$ cat src/rtl/booth_seq_mult.sv
// booth_seq_mult
//   Sequential radix-4 Booth multiplier, 8x8 unsigned -> 16-bit product.
//   Five Booth digits are retired one per cycle through a single
//   partial-product selector and an 18-bit accumulator.
//
// Ports
//   clk          in   clock, rising edge
//   rst          in   asynchronous active-high reset
//   start        in   operand request, sampled only while in_ready=1
//   multiplicand in   [7:0] unsigned M
//   multiplier   in   [7:0] unsigned Y
//   in_ready     out  high only in IDLE
//   action       out  [2:0] Booth action of the digit being retired
//                     (000 zero, 100 +M, 010 +2M, 101 -M, 011 -2M)
//   product      out  [15:0] result register
//   out_valid    out  result available, held until accepted
//   out_ready    in   consumer accept
module booth_seq_mult (
  input  logic        clk,
  input  logic        rst,
  input  logic        start,
  input  logic [7:0]  multiplicand,
  input  logic [7:0]  multiplier,
  output logic        in_ready,
  output logic [2:0]  action,
  output logic [15:0] product,
  output logic        out_valid,
  input  logic        out_ready
);

  typedef enum logic [1:0] {
    IDLE,
    CALC,
    DONE
  } state_t;

  state_t      r_state;
  state_t      w_state_next;

  logic [7:0]  r_m;
  logic [9:0]  r_y;
  logic [17:0] r_acc;
  logic [2:0]  r_cnt;
  logic [15:0] r_product;
  logic        r_out_valid;
  logic [2:0]  r_action;

  logic        w_last;
  logic [2:0]  w_cnt_inc;
  logic [10:0] w_yx;
  logic [2:0]  w_trip_next;
  logic [9:0]  w_mag;
  logic [9:0]  w_pp;
  logic [17:0] w_pp_shift;
  logic [17:0] w_acc_next;

  // Triplet {Y[2i+1], Y[2i], Y[2i-1]} -> action code.
  // Bit 0 of the code marks a negative partial product.
  function automatic logic [2:0] f_recode(input logic [2:0] trip);
    logic [2:0] act;
    case (trip)
      3'b001, 3'b010: act = 3'b100;
      3'b011:         act = 3'b010;
      3'b100:         act = 3'b011;
      3'b101, 3'b110: act = 3'b101;
      default:        act = 3'b000;
    endcase
    return act;
  endfunction

  // ---------------- FSM ----------------
  always_ff @(posedge clk or posedge rst) begin
    if (rst) begin
      r_state <= IDLE;
    end else begin
      r_state <= w_state_next;
    end
  end

  always_comb begin
    w_state_next = r_state;
    in_ready     = 1'b0;
    case (r_state)
      IDLE: begin
        in_ready = 1'b1;
        if (start) begin
          w_state_next = CALC;
        end
      end
      CALC: begin
        if (w_last) begin
          w_state_next = DONE;
        end
      end
      DONE: begin
        if (r_out_valid && out_ready) begin
          w_state_next = IDLE;
        end
      end
      default: w_state_next = IDLE;
    endcase
  end

  // ---------------- Datapath ----------------
  assign w_last    = (r_cnt == 3'd4);
  assign w_cnt_inc = r_cnt + 3'd1;

  // Y with the implicit Y[-1]=0 appended, so digit i sits at bits [2i+2:2i].
  assign w_yx        = {r_y, 1'b0};
  assign w_trip_next = 3'(w_yx >> {w_cnt_inc, 1'b0});

  // The registered action already encodes the selector for the digit being
  // retired, so the partial product is built from it directly.
  always_comb begin
    w_mag = '0;
    if (r_action[2]) begin
      w_mag = {2'b00, r_m};
    end else if (r_action[1]) begin
      w_mag = {1'b0, r_m, 1'b0};
    end
  end

  assign w_pp       = r_action[0] ? (~w_mag + 10'd1) : w_mag;
  assign w_pp_shift = {{8{w_pp[9]}}, w_pp} << {r_cnt, 1'b0};
  assign w_acc_next = r_acc + w_pp_shift;

  always_ff @(posedge clk or posedge rst) begin
    if (rst) begin
      r_m         <= '0;
      r_y         <= '0;
      r_acc       <= '0;
      r_cnt       <= '0;
      r_product   <= '0;
      r_out_valid <= 1'b0;
      r_action    <= '0;
    end else begin
      case (r_state)
        IDLE: begin
          if (start) begin
            r_m      <= multiplicand;
            r_y      <= {2'b00, multiplier};
            r_acc    <= '0;
            r_cnt    <= '0;
            r_action <= f_recode({multiplier[1:0], 1'b0});
          end
        end
        CALC: begin
          r_acc <= w_acc_next;
          r_cnt <= w_cnt_inc;
          if (w_last) begin
            r_product   <= w_acc_next[15:0];
            r_out_valid <= 1'b1;
            r_action    <= '0;
          end else begin
            r_action <= f_recode(w_trip_next);
          end
        end
        DONE: begin
          if (out_ready) begin
            r_out_valid <= 1'b0;
          end
        end
        default: ;
      endcase
    end
  end

  assign action    = r_action;
  assign product   = r_product;
  assign out_valid = r_out_valid;

endmodule

$ cat config.mk
export PLATFORM = sky130hd
export DESIGN_NAME = booth_seq_mult
export DESIGN_NICKNAME = d
export VERILOG_FILES = /design/src/rtl/booth_seq_mult.sv
export SDC_FILE = /design/constraint.sdc
export NUM_CORES = 1
export LEC_CHECK = 0
export CAP_MARGIN = 40
export CORE_ASPECT_RATIO = 1.5
export CORE_MARGIN = 2
export CORE_UTILIZATION = 45
export DETAILED_ROUTE_END_ITERATION = 10
export GPL_TIMING_DRIVEN = 0
export PLACE_DENSITY = 0.68
export SYNTH_ARGS = -nofsm -noshare
export SYNTH_HDL_FRONTEND = slang
export SYNTH_SLANG_ARGS = --single-unit
$ cat constraint.sdc
create_clock -name clk -period 3.4 [get_ports clk]
set_input_delay 0.68 -clock clk [delete_from_list [all_inputs] [get_ports clk]]
set_output_delay 0.68 -clock clk [all_outputs]
set_load 0.1 [all_outputs]
==> flow_metrics.tcl <==
set metrics [dict create \
    status "finished, violations left" \
    violations "negative setup slack" \
    cp_num_buf_inv 6 \
    drc 0 \
    seq_area_frac_synth_pct 34.3 \
    htree_levels 3 \
    reg2reg_slack_ns -0.31 \
    holdBufCountCts 0 \
    finalCriticalPeriod_ns 3.71 \
    clkLatencyLatePin_ns 0.34 \
    port_buffers 40 \
    slowest_stage "dfrtp_2" \
    grtUsageTotal_pct 27.4 \
    wl_per_cell_microns 18.3 \
    gp_congestion 0.965 \
    final_max_slew_viol_count 0 \
    die-area_sq_mm 0.0100 \
    worstSetupStartpointType "flop" \
    vias 4229 \
    yosysTopAreaCell "dfrtp_1" \
    finalWorstSetupSlack_ns -0.311 \
    cts_buffers 9 \
    hold_viol 0 \
    max_stage_delay_ns 0.42 \
    yosys-top-cells-count "97 x nand2_1, 57 x dfrtp_1, 47 x o21ai_0" \
    overflow 0 \
    r2r-start "action[2]$_DFFE_PP0P_" \
    antenna_found_initial 0 \
    synth_cells 503 \
    holdPathEnd "r_y[6]$_DFFE_PP0P_" \
    die_h_microns 122 \
    antenna-diode-count 0 \
    skew_ns 0.00759 \
    final-setup-viol-count 18 \
    synth.distinct_cells 65 \
    min_from "r_y[6]$_DFFE_PP0P_" \
    synth_top_area_share_pct 34.3 \
    avgSynthCellArea_sq_um 8.26 \
    core.rowCount 42 \
    min-delay-path-class "reg2reg" \
    cap_violations 0 \
    synth_edf_count 0 \
    dp_worst_setup_slack_ns -0.548 \
    worstPathArrival_ns 3.91 \
    drive_gt1_share_pct 26.9 \
    area_growth_syn_to_layout_pct 45.0 \
    drtIter0Drc 258 \
    grt_max_degree 30 \
    crit_required_ns 3.60 \
    dp_hpwl_microns 9030 \
    dp_cells 675 \
    cts-root-buf "clkbuf_16" \
    core_area_sq_mm 0.00888 \
    grt_pass1_vias 4323 \
    synth_area_sq_mm 0.00415 \
    reg2reg_depth 21 \
    synth_most_common_cell "nand2_1" \
    path_class "reg2reg" \
    clk_pin_slew_ns 0.06 \
    routed_wl_microns 13100 \
    holdPathStages 2 \
    io-pin-count 41 \
    initial_utilization_pct 46.8 \
    worstPathMaxFanout 6 \
    relSlewSlack_pct 53.4 \
    finalCritPeriodShare_pct 109 \
    synth_seq_cells 57 \
    tightest_slew_ns 0.698 \
    cp_cell_sequence "buf_6, buf_8, nand2_4, and2_4, ha_4, o211ai_4, buf_6, a211oi_4, a211oi_4, buf_4, a21oi_2, o21ai_1, ha_1, buf_4, buf_4, nand3_4, o31ai_4, a211o_1, nand3_2, xnor2_2, o21ai_1" \
    fmax_mhz 269 \
    rsz0062_at_grt "true" \
    synthArstFlopShare_pct 100 \
    syn_nets 547 \
    synthFlopType "dfrtp_1" \
    timing.setup.tns_ns -3.54 \
    final_cell_count_no_fill 719 \
    end_kind "flop" \
    ys.warnings.count 0 \
    grt_pass1_wl_microns 21000 \
    cts_tree "built" \
    cts_buffer_depth 2 \
    cp_top_family "compound AO/OA/AOI/OAI gates" \
    dr.pass1.iters 5 \
    die_w_microns 82.4 \
    postLayoutCoreUtil_pct 67.8 \
    synth_area_leaders "dfrtp_1 34%, nand2_1 8.8%, ha_1 6.9%" \
    viasPerCell 5.88 \
    ant_nets 0 \
    cpMostUsedCell "buf_4" \
    cp-startpoint "action[2]$_DFFE_PP0P_" \
    r2r_end "r_acc[15]$_DFFE_PP0P_" \
    cts_sinks 57 \
    n_fill_cell 703 \
    fin_nets 648 \
]
[layer usage]
layer | global-route usage (%) | vias up | routed length [microns]
li1 | - | 2001 | -
met1 | 31.3 | 2092 | 5320
met2 | 48.0 | 104 | 6900
met3 | 4.44 | 32 | 421
met4 | 13.5 | 0 | 502
met5 | 0 | - | 0
[flip-flops by register name (all words and copies together) (netlist names)]
name / flops
r_state: 2
r_m: 8
action: 3
r_y: 8
r_acc: 16
out_valid: 1
product: 16
r_cnt: 3
[cells in the final DEF, fill, tap and decap left out, types with 4 or more instances in the layout]
cell,count
clkbuf_2,4
o21ai_2,5
clkbuf_16,9
a211oi_1,6
o211ai_1,4
nand3_1,24
clkbuf_1,16
ha_1,14
nor2_2,5
buf_8,22
xnor2_2,5
mux2i_1,6
clkdlybuf4s50_1,40
nor3_1,9
buf_4,29
a21oi_2,9
inv_1,14
ha_4,5
ha_2,4
o21a_1,5
nor2_1,17
and2_1,4
nand2b_1,10
a21oi_1,16
nand2_1,94
o21ai_1,16
nor2b_1,7
xor2_1,8
a211o_1,7
dfrtp_1,54
o21ai_0,30
[stage by stage]
stage	area, sq um	hold slack, ns
floorplan	4270	0.438
global placement	4800	0.462
detailed placement	5140	0.466
CTS	5800	0.480
global route	6020	0.500
finish	6020	0.478
[final cells by class]
class / count / area (sq um) / area share, %
sequential: 57 / 1430 / 23.7
buffer: 27 / 131 / 2.18
timing repair buffer: 93 / 976 / 16.2
clock inverter: 4 / 51.3 / 0.852
inverter: 15 / 56.3 / 0.935
multi-input combinational: 401 / 2980 / 49.5
tap: 110 / 138 / 2.29
clock buffer: 12 / 256 / 4.26
[worst max path at each step]
stage	endpoint	slack, ns	cells after the start
after floorplan	r_acc[15]$_DFFE_PP0P_	-0.32	18
after global placement	product[15]$_DFFE_PP0P_	-0.50	17
after detailed placement	product[15]$_DFFE_PP0P_	-0.55	17
after CTS	product[15]$_DFFE_PP0P_	-0.27	19
after global routing	r_acc[15]$_DFFE_PP0P_	-0.42	20
final	r_acc[15]$_DFFE_PP0P_	-0.31	21
[tightest hold or removal path: stages (launching register included)]
cell and delay (ns):
dfrtp_1 0.34, nand2_1 0.05, nand2_1 0.06
[logic make-up after synthesis]
| group | share of synthesized area (%) |
|---|---|
| flops | 34.3 |
| mux | 2.86 |
| xor+xnor | 3.59 |
| buf+inv | 4.55 |
| simple gates | 22.9 |
| compound gates | 24.4 |
| fa+ha+maj | 7.41 |
[repair_timing]
item                       CTS  global route
setup buffers               21            10
setup endpoints to repair   22            24
resized for setup           36            42
pin swaps                   23            23
Power is not shown: default switching activity piles up to over one toggle a cycle in this logic, so the estimate is an artifact.
